[src/rtl/rgb_pack_arbiter.sv]
// rgb_pack_arbiter: round-robin arbiter that shares one byte-to-RGB packer
// between NUM_REQ byte-stream sources. Grants change only on 3-byte pixel
// boundaries. A stalled partial pixel is completed with PAD_BYTE after
// TIMEOUT idle cycles.
//
// Ports
//   sys_clk    clock
//   sys_rst    asynchronous active-high reset, shared with the packer
//   src_valid  per-source byte valid
//   src_data   per-source byte, source i in [8i+7:8i]
//   src_last   per-source end-of-burst, qualified by valid & ready
//   src_ready  per-source accept (combinational from registered state)
//   pk_valid   registered byte valid to the packer
//   pk_data    registered byte to the packer, held while pk_valid is low
//   grant_id   current or last granted source
//   busy       high while a grant is active (XFER or PAD)
//   pad_event  one-cycle pulse on the first PAD cycle
module rgb_pack_arbiter #(
  parameter int unsigned NUM_REQ       = 4,
  parameter int unsigned PIX_PER_GRANT = 16,
  parameter int unsigned TIMEOUT       = 32,
  parameter logic [7:0]  PAD_BYTE      = 8'h00,
  localparam int unsigned GW           = $clog2(NUM_REQ),
  localparam int unsigned PW           = $clog2(PIX_PER_GRANT + 1)
) (
  input  logic                   sys_clk,
  input  logic                   sys_rst,
  input  logic [NUM_REQ-1:0]     src_valid,
  input  logic [8*NUM_REQ-1:0]   src_data,
  input  logic [NUM_REQ-1:0]     src_last,
  output logic [NUM_REQ-1:0]     src_ready,
  output logic                   pk_valid,
  output logic [7:0]             pk_data,
  output logic [GW-1:0]          grant_id,
  output logic                   busy,
  output logic                   pad_event
);

  typedef enum logic [1:0] {
    IDLE = 2'd0,
    XFER = 2'd1,
    PAD  = 2'd2
  } state_t;

  state_t        state;
  logic [1:0]    byte_idx;
  logic [PW-1:0] pix_cnt;
  logic [7:0]    idle_cnt;
  logic [GW-1:0] rr_ptr;

  logic          any_req;
  logic [GW-1:0] winner;
  logic [GW-1:0] cand;
  logic          sel_valid;
  logic          sel_last;
  logic [7:0]    sel_data;
  logic          xfer;

  // Round-robin pick: nearest requester after rr_ptr; descending scan so the
  // closest candidate is the last one written.
  always_comb begin
    any_req = 1'b0;
    winner  = rr_ptr;
    cand    = '0;
    for (int unsigned k = NUM_REQ; k >= 1; k--) begin
      cand = GW'((32'(rr_ptr) + k) % NUM_REQ);
      if (src_valid[cand]) begin
        any_req = 1'b1;
        winner  = cand;
      end
    end
  end

  // Granted-source mux.
  always_comb begin
    sel_valid = 1'b0;
    sel_last  = 1'b0;
    sel_data  = '0;
    for (int unsigned i = 0; i < NUM_REQ; i++) begin
      if (grant_id == GW'(i)) begin
        sel_valid = src_valid[i];
        sel_last  = src_last[i];
        sel_data  = src_data[8*i +: 8];
      end
    end
  end

  // Ready only to the granted source while transferring.
  always_comb begin
    src_ready = '0;
    for (int unsigned i = 0; i < NUM_REQ; i++) begin
      src_ready[i] = (state == XFER) && (grant_id == GW'(i));
    end
  end

  assign xfer = (state == XFER) && sel_valid;

  // Control FSM with registered outputs.
  always_ff @(posedge sys_clk or posedge sys_rst) begin
    if (sys_rst) begin
      state     <= IDLE;
      pk_valid  <= 1'b0;
      pk_data   <= '0;
      grant_id  <= '0;
      busy      <= 1'b0;
      pad_event <= 1'b0;
      byte_idx  <= '0;
      pix_cnt   <= '0;
      idle_cnt  <= '0;
      rr_ptr    <= GW'(NUM_REQ - 1);
    end else begin
      pk_valid  <= 1'b0;
      pad_event <= 1'b0;
      case (state)
        IDLE: begin
          if (any_req) begin
            grant_id <= winner;
            rr_ptr   <= winner;
            pix_cnt  <= '0;
            idle_cnt <= '0;
            busy     <= 1'b1;
            state    <= XFER;
          end
        end
        XFER: begin
          if (xfer) begin
            pk_valid <= 1'b1;
            pk_data  <= sel_data;
            idle_cnt <= '0;
            if (byte_idx == 2'd2) begin
              byte_idx <= '0;
              pix_cnt  <= pix_cnt + 1'b1;
              if (sel_last || (pix_cnt == PW'(PIX_PER_GRANT - 1))) begin
                busy  <= 1'b0;
                state <= IDLE;
              end
            end else begin
              byte_idx <= byte_idx + 2'd1;
              if (sel_last) begin
                pad_event <= 1'b1;
                state     <= PAD;
              end
            end
          end else if (idle_cnt == 8'(TIMEOUT - 1)) begin
            // Stall timeout: quiet release on a pixel boundary, else pad out.
            if (byte_idx == 2'd0) begin
              busy  <= 1'b0;
              state <= IDLE;
            end else begin
              pad_event <= 1'b1;
              state     <= PAD;
            end
          end else if (idle_cnt != 8'hFF) begin
            idle_cnt <= idle_cnt + 8'd1;
          end
        end
        PAD: begin
          pk_valid <= 1'b1;
          pk_data  <= PAD_BYTE;
          if (byte_idx == 2'd2) begin
            byte_idx <= '0;
            pix_cnt  <= pix_cnt + 1'b1;
            busy     <= 1'b0;
            state    <= IDLE;
          end else begin
            byte_idx <= byte_idx + 2'd1;
          end
        end
        default: begin
          busy  <= 1'b0;
          state <= IDLE;
        end
      endcase
    end
  end

endmodule

[config.mk]
export PLATFORM = sky130hd
export DESIGN_NAME = rgb_pack_arbiter
export DESIGN_NICKNAME = d
export VERILOG_FILES = /design/src/rtl/rgb_pack_arbiter.sv
export SDC_FILE = /design/constraint.sdc
export NUM_CORES = 1
export LEC_CHECK = 0
export CAP_MARGIN = 5
export CORE_ASPECT_RATIO = 1.5
export CORE_MARGIN = 10
export CORE_UTILIZATION = 43
export DETAILED_ROUTE_END_ITERATION = 10
export HOLD_SLACK_MARGIN = 0.1
export PLACE_DENSITY_LB_ADDON = 0.12
export RECOVER_POWER = 50
export SYNTH_ARGS = -nofsm -noshare
export SYNTH_HDL_FRONTEND = slang
export SYNTH_SLANG_ARGS = --single-unit
[constraint.sdc]
create_clock -name sys_clk -period 1.7 [get_ports sys_clk]
set_input_delay 0.17 -clock sys_clk [delete_from_list [all_inputs] [get_ports sys_clk]]
set_output_delay 0.17 -clock sys_clk [all_outputs]
set_load 0.02 [all_outputs]
---- Word-level counts from Yosys, hierarchy flattened ----
Index checks and enable logic that the tools add are counted.
operators by class
  muxes and demuxes ....................... 67
  reductions and logical operators ........ 18
  equality and inequality tests ........... 20
  bitwise gates (word level) .............. 0
  add/sub/neg operators ................... 7
  magnitude comparators ................... 4
  divide/modulo/power cells ............... 0
  multiply operators ...................... 0
  shift-type cells ........................ 0
operators with widths
  cell                                                         number
  two-way mux 8 bit                                            9
  case mux 8 bit (2 select lines)                              2
  two-way mux 1 bit                                            30
  two-way mux 2 bit                                            14
  two-way mux 5 bit                                            3
  != test 3 x 2 -> 1 bit (second input constant)               5
  case mux 5 bit (3 select lines)                              1
  less-than comparator 2 x 3 -> 1 bit (second input constant)  4
  adder 8 x 1 -> 8 bit (second input constant)                 1
  binary-select mux 1 bit (select 2 bit)                       4
  == test 2 bit (second input constant)                        4
  == test 8 x 5 -> 1 bit (second input constant)               1
  != test 8 bit (second input constant)                        1
  adder 2 x 1 -> 2 bit (second input constant)                 3
  zero test 2 bit                                              3
  != test 2 bit (second input constant)                        3
  case mux 2 bit (3 select lines)                              1
  AND reduction 6 bit                                          1
  adder 5 x 1 -> 5 bit (second input constant)                 1
  == test 5 x 4 -> 1 bit (second input constant)               1
  logical AND 1 bit                                            5
  AND reduction 5 bit                                          1
  adder 2 bit (second input constant)                          2
  == test 2 x 1 -> 1 bit (second input constant)               2
  other kinds (12)                                             14
word-level totals
  bits in read-only memories .............. 0
  input bits .............................. 42
  memories kept ........................... 0
  bits in registers ....................... 32
  bits in latches ......................... 0
  word-level logic and storage cells ...... 126
  output and inout port bits .............. 17
  RAM bits ................................ 0

---- Longest topological paths before layout ----
Gate-level depths: netlist of run 1.
  depth in word-level cells ............... 10
  mapped depth ............................ 9

---- Least setup slack after synthesis of run 1 ----
OpenSTA, ideal clock, no wires.
  kind .................................... reg2reg
  start point ............................. register grant_id[1]
  end point ............................... register busy
  arrival ................................. 1.839 ns
  clock period less this slack ............ 1.964 ns
  buffers on the path ..................... 1
  required time ........................... 1.575 ns
  cell stages (with the launch flop) ...... 7
  slack ................................... -0.264 ns
  cells stage by stage .................... dfrtp_1 -> buf_6 -> mux4_2 -> xor2_1 -> o21a_1 -> nor2_2 -> mux2_4
on the way
  longest elaborated chain between the ends .. 8
  elaborated cells between the ends (all ways) .. 21
  those cells by class .................... eq/ne (7); mux (10); reduce/logical (4)
ends and longest elaborated chain
  item                                                                                     RTL line  source
  from (decl)                                                                              34        output logic [GW-1:0] grant_id,
  from (signal assigned)                                                                   117       grant_id <= winner;
  zero test 2 bit                                                                          80        if (grant_id == GW'(i)) begin
  two-way mux 1 bit (4 in series)                                                          80
  logical AND 1 bit / logical OR 1 bit (equally long branches)                             96, 133
  != test 3 x 2 -> 1 bit (no line) / two-way mux 1 bit (equally long branches)             --
  AND reduction 6 bit (no line) / case mux 1 bit (3 select lines) (equally long branches)  --
  to (signal assigned)                                                                     105       busy <= 1'b0;
  to (signal assigned)                                                                     121       busy <= 1'b1;
  to (signal assigned)                                                                     134       busy <= 1'b0;
  to (decl)                                                                                35        output logic busy,
Parallel ways exist; a longest one is shown, timed or not.
A chain may end at the register's enable or synchronous reset.

---- Worst setup path in the final report of run 1 ----
  start point ............................. register grant_id[1]
  end point ............................... register state[1]
on the way
  longest elaborated chain between the ends .. 8
  elaborated cells between the ends (all ways) .. 20
  those cells by class .................... eq/ne (6); mux (10); reduce/logical (4)
ends and longest elaborated chain
  item                                                                                     RTL line  source
  zero test 2 bit                                                                          80
  two-way mux 1 bit (4 in series)                                                          80
  logical AND 1 bit / logical OR 1 bit (equally long branches)                             96, 133
  != test 4 bit (no line), or another cell as far along                                    --
  AND reduction 5 bit (no line) / case mux 2 bit (3 select lines) (equally long branches)  --
  to (signal assigned)                                                                     101       state <= IDLE;
  to (signal assigned)                                                                     122       state <= XFER;
  to (signal assigned)                                                                     135       state <= IDLE;
  to (decl)                                                                                45        state_t state;
Parallel ways exist; a longest one is shown, timed or not.

==> results of run 1 <==
-- layout make-up --
type	instances	area (um2)
Multi-Input combinational cell	157	1370
Fill cell	340	1160
Timing Repair Buffer	111	1000
Sequential cell	32	807
Tap cell	64	80.1
Clock buffer	6	72.6
Inverter	11	41.3
Clock inverter	1	5.00
-- logic make-up (layout without fill, tap and decap cells) --
logic type / Yosys count / after routing
simple gates: 85 / 86
compound gates: 40 / 40
flops: 32 / 32
buf+inv: 18 / 129
mux: 15 / 15
xor+xnor: 9 / 9
fa+ha+maj: 7 / 7
-- layout by cell type, fill, tap and decap left out, types with 3 or more instances in the layout --
master / count
clkbuf_8: 5
ha_1: 3
nor3_4: 3
nand2b_1: 6
or2_2: 3
clkdlybuf4s50_1: 51
o21ai_0: 12
xnor2_1: 8
mux4_2: 10
a21oi_1: 3
buf_4: 41
o21ai_2: 3
dfrtp_1: 27
and3_1: 3
inv_2: 3
nor2_1: 12
dfrtp_2: 3
inv_1: 7
nand3_1: 5
clkbuf_1: 4
o21ai_1: 4
buf_6: 7
nand2_1: 33
-- stage by stage --
stage          cells  instance area [um2]  TNS, ps  power [uW]   util
6_report         382                 3380     -469        5840  0.744
4_1_cts          375                 3200     -555        5310  0.704
5_1_grt          382                 3380     -934        6260  0.744
3_3_place_gp     366                 3030    -4260        4480  0.667
3_5_place_dp     366                 3030    -4650        4540  0.667
2_1_floorplan    206                 2060     -396        3230      -
-- layer usage --
| metal | part of all wire | wire length (um) | vias to the layer above |
|---|---|---|---|
| met1 | 0.37 | 2200 | 943 |
| met5 | 0 | 0 | - |
| met4 | 0.015 | 88 | 0 |
| met2 | 0.53 | 3130 | 71 |
| li1 | - | - | 955 |
| met3 | 0.089 | 533 | 9 |
-- state kept, by name, indices dropped and copies added (netlist names) --
name / count
pix_cnt: 5
pk_data: 8
busy: 1
rr_ptr: 2
grant_id: 2
state: 2
pad_event: 1
pk_valid: 1
idle_cnt: 8
byte_idx: 2
-- worst max-delay path by stage --
stage | endpoint | slack (ps)
final | state[1] | -170
after global routing | busy | -210
after CTS | busy | -200
after detailed placement | busy | -350
after global placement | state[0] | -300
after floorplan | busy | -210
-- report_power, final --
group	internal [uW]	switching, uW	leakage [uW]
clock	278	278	0.0000410
combinational	2110	1930	0.00102
sequential	1060	184	0.000410
total	3440	2390	0.00147
-- timing repair --
item / CTS / global route
endpoints found under the setup margin: 31 / 28
pin swaps: 2 / 17
gates resized for setup: 34 / 37
buffers inserted: 2 / 7
gates cloned: 0 / 1
hold endpoints to repair: 0 / 0
==> metrics.csv, run 1 <==
metric;value;unit
status;complete, but fails checks;
failing checks;setup timing;
met3 Use GR;0.0623;
ys async rst share;1.00;
PwrDens;1730;nW/um2
worst slew pin tran;633;ps
reg2reg path depth;6;
Die Area;7950;um2
CTS H-tree lvls;2;
worst vdd rail ir drop;0.944;mV
Rel. slew slack;0.578;
drt via density;5.18;
WP data arrival;2030;ps
Synth Area per Inst;9.89;um2
Die W;76.2;um
pre-CTS setup slack;-351;ps
Clock Tree Root;clkbuf_8;
number of flops mapped to enable cells by yosys;0;
cts bufs inserted;5;
Crit. End Element;flop;
compound-cell area share of the yosys netlist;0.144;
largest cells by area after synthesis;dfrtp_1 (37%), mux4_2 (11%), nand2_1 (6.3%), ha_1 (4.3%), o21ai_0 (4.2%);
#FFs+latches synth;32;
number of failing hold endpoints at the final stage;0;
clk_lat worst skew;280;ps
CP max stage cell;dfrtp_2;
Setup crit start;grant_id[1];
Synth Area in XOR/XNOR;0.0387;
GRT Total Usage;0.144;
GRT busiest layer;met2;
# diodes;0;
core box area;4540;um2
largest net degree at the start of global routing;20;
Seq/Total Area, Yosys;0.394;
met2 Track Usage GR;0.261;
CP delay by family, top;multiplexers;
# setup viols final;5;
cell with the most instances after synthesis;nand2_1;
Gate Count Post-Synth;206;
GPL Wtd Cong;0.819;
r2r endpoint;state[1];
gr ovfl total;0;
Crit Path Max Fanout;4;
I/O pins;59;
DRC viols;0;
drt total wl;5.96;mm
critical path class;reg2reg;
RSZ-0062 raised after global routing;yes;
max-cap check violation count;0;
layout cells sized above 1;0.362;
Ys Warns;0;
main combinational cell family by area after synthesis;simple AND/OR/NAND/NOR gates;
Mapped Nets;255;
Syn-to-layout area delta;65.9;%
multiplexer share of the synthesized area;0.139;
simple-gate share of the synthesized area;0.203;
synthesized area;2040;um2
vias;1978;
adder-cell share of the synthesized area;0.0430;
critical-path cell list;buf_4 -> mux4_2 -> o21bai_4 -> o221ai_4 -> buf_6 -> mux2_2;
die boundary height;104;um
post-synth top area share;0.368;
crit share post-route;1.10;
Stages on worst setup path;6;
final worst slack;-166;ps
largest area contributor in the netlist;dfrtp_1;
detailed router's first-iteration violation count;82;
post-synthesis cell type count;53;
first-pass GRT wire length;9.76;mm
row cnt;30;
drt pass-1 iters;4;
Detailed Place HPWL;4.57;mm
worst path bufs/invs;2;
skew final;7.34;ps
Critical Path RT;1870;ps
leakage;0.00147;uW
CTS tree;built;
M1 GR Usage;0.147;
Sink Count;32;
number of global-route vias before repair;2192;
drt wl/cell;15.6;um
final net count;367;
Synth top cells by count;nand2_1 (34), dfrtp_1 (30), o21ai_0 (17);
worst min path class;in2async;
Starting Density;0.449;
FF-to-FF Start;grant_id[1];
min Tclk post-route;1870;ps
flop2flop setup slack;-170;ps
initial antenna violation count;0;
ys flop type;dfrtp_1;
crit path launch type;flop;
Clock transition at path regs;70;ps
I/O Buffers;58;
ANT nets after route;0;
final count of pins violating max slew;0;
f_max;0.536;GHz
slowest stage delay, CP;450;ps
hold-fix buffers at CTS;0;
hold_ws;344;ps
clk buf depth;2;
Note: power is estimated with default switching activity, not from simulation.
==> run 2, diff against run 1 <==
- CORE_UTILIZATION: 43 -> 51
- clock period: 1.7 -> 2.4 ns (I/O delays scaled with it)
==> metrics.csv, run 2 (synthesis results as in run 1) <==
metric;value;unit;change
worst vdd rail ir drop;0.788;mV;was 0.944 mV
drt wl/cell;15.6;um;about the same
failing checks;capacitance limit, slew limit;;was setup timing
row cnt;28;;was 30
number of global-route vias before repair;1930;;was 2192
# setup viols final;0;;was 5
PwrDens;1200;nW/um2;was 1730 nW/um2
total power;3380;uW;was 5840 uW
crit share post-route;0.933;;
GRT Total Usage;0.148;;was 0.144
drt total wl;4.94;mm;was 5.96 mm
clk buf depth;2;;unchanged
I/O Buffers;58;;unchanged
number of failing hold endpoints at the final stage;0;;unchanged
critical-path cell list;inv_1 -> ha_2 -> nor2b_2 -> nor2b_1 -> clkdlybuf4s50_1;;was buf_4 -> mux4_2 -> o21bai_4 -> o221ai_4 -> buf_6 -> mux2_2
Combinational Power Share;0.566;;was 0.692
r2r endpoint;idle_cnt[6];;was state[1]
most frequent cells in the layout;clkdlybuf4s50_1 (51), nand2_1 (34), dfrtp_1 (30);;was clkdlybuf4s50_1 (51), buf_4 (41), nand2_1 (33)
leading cell type in the layout, fill and taps excluded;clkdlybuf4s50_1;;unchanged
pre-CTS setup slack;229;ps;was -351 ps
CP delay by family, top;buffers and inverters;;was multiplexers
I/O pins;59;;unchanged
final net count;319;;was 367
max-cap check violation count;1;;was 0
Internal Pwr Total;2020;uW;was 3440 uW
leakage;0.00121;uW;was 0.00147 uW
Die W;71.6;um;was 76.2 um
worst slew pin tran;1670;ps;was 633 ps
final worst slack;161;ps;was -166 ps
Switch Pwr;1370;uW;was 2390 uW
vias;1737;;was 1978
min Tclk post-route;2240;ps;
clk_lat worst skew;280;ps;about the same
flop2flop setup slack;410;ps;was -170 ps
fill cell count;287;;was 340
worst min path class;reg2reg;;was in2async
Rel. slew slack;-0.111;;was 0.578
cts bufs inserted;5;;unchanged
Starting Density;0.524;;was 0.449
Seq pwr share;0.268;;was 0.213
Top Registers;idle_cnt x8, pk_data x8, pix_cnt x5;;unchanged
GPL Wtd Cong;0.778;;was 0.819
Sw Ratio;0.404;;was 0.410
drt via density;5.50;;was 5.18
slowest stage delay, CP;620;ps;was 450 ps
Clock power frac;0.166;;was 0.095
Crit. End Element;primary output;;was flop
skew final;3.77;ps;was 7.34 ps
FF-to-FF Start;state[0];;was grant_id[1]
hold_ws;481;ps;was 344 ps
worst path bufs/invs;2;;unchanged
initial antenna violation count;0;;unchanged
largest net degree at the start of global routing;33;;was 20
CP max stage cell;clkdlybuf4s50_1;;was dfrtp_2
Hold Crit Depth;2;;
Clock Tree Root;clkbuf_8;;unchanged
Sink Count;32;;unchanged
Hold Crit Start;pk_data[2];;
CTS tree;built;;unchanged
Critical Path RT;2160;ps;was 1870 ps
critical path class;reg2out;;was reg2reg
Detailed Place HPWL;3.86;mm;was 4.57 mm
status;complete, but fails checks;;unchanged
DRC viols;0;;unchanged
CTS H-tree lvls;2;;unchanged
Clock transition at path regs;60;ps;was 70 ps
core box area;3890;um2;was 4540 um2
Syn-to-layout area delta;37.9;%;was 65.9%
layout cells sized above 1;0.155;;was 0.362
ANT nets after route;0;;unchanged
f_max;0.447;GHz;
gr ovfl total;0;;unchanged
RSZ-0062 raised after global routing;no;;was yes
first-pass GRT wire length;8.70;mm;was 9.76 mm
detailed router's first-iteration violation count;96;;was 82
# diodes;0;;unchanged
Hold EP;pk_data[2];;
Die Area;6980;um2;was 7950 um2
hold-fix buffers at CTS;0;;unchanged
WP data arrival;2000;ps;was 2030 ps
drt pass-1 iters;4;;unchanged
crit path launch type;flop;;unchanged
final setup TNS;0;ps;was -469 ps
final count of pins violating max slew;33;;was 0
die boundary height;97.4;um;was 104 um
reg2reg path depth;7;;was 6
Crit Path Max Fanout;7;;was 4
## run 2: worst max path at each step
| stage | startpoint | endpoint | cells after the start |
|---|---|---|---|
| 2_1_floorplan | grant_id[1] | busy | 6 |
| 3_3_place_gp | src_valid[0] | busy | 6 |
| 3_5_place_dp | src_valid[0] | busy | 6 |
| 4_1_cts | state[1] | src_ready[0] | 5 |
| 5_1_grt | sys_rst | grant_id[1] | 3 |
| 6_report | state[1] | src_ready[0] | 5 |
## run 2: what timing repair did
action                                  CTS  global route
resized for setup                         0             2
endpoints found under the setup margin    0             2
setup buffers                             0             0
## run 2: cell type report
type                       count  area [um2]  area share
multi-input combinational    156        1160       0.413
clock inverter                 1        30.0      0.0107
tap                           45        56.3      0.0200
sequential                    32         803       0.286
inverter                      11        41.3      0.0147
timing repair buffer          64         622       0.221
clock buffer                   7        96.3      0.0343
## run 2: power by group through the flow
| stage | clock network (uW) | logic (uW) | registers [uW] |
|---|---|---|---|
| 2_1_floorplan | 0 | 1260 | 990 |
| 3_3_place_gp | 0 | 1900 | 913 |
| 3_5_place_dp | 0 | 1920 | 916 |
| 4_1_cts | 574 | 1940 | 909 |
| 5_1_grt | 595 | 2140 | 933 |
| 6_report | 561 | 1910 | 906 |
## run 2: per-stage QoR
step | cells | instance area (um2) | utilization
2_1_floorplan | 206 | 2040 | -
3_3_place_gp | 308 | 2680 | 0.690
3_5_place_dp | 308 | 2680 | 0.690
4_1_cts | 316 | 2810 | 0.722
5_1_grt | 316 | 2810 | 0.723
6_report | 316 | 2810 | 0.723
## run 2: worst reg2reg max path: cells and delay by family, from the launching register on
family	cells	cell delay (ps)
flops	1	410
buf+inv	1	100
simple gates	3	590
xor+xnor	1	170
compound gates	1	250
fa+ha+maj	1	350
## run 2: metal layers
metal  vias to the layer above  share of wire  global-route usage
met1                       818           0.39               0.162
met4                         0         0.0079              0.0359
li1                        855              -                   -
met5                         -              0                   0
met2                        60           0.48               0.232
met3                         4           0.13              0.0951
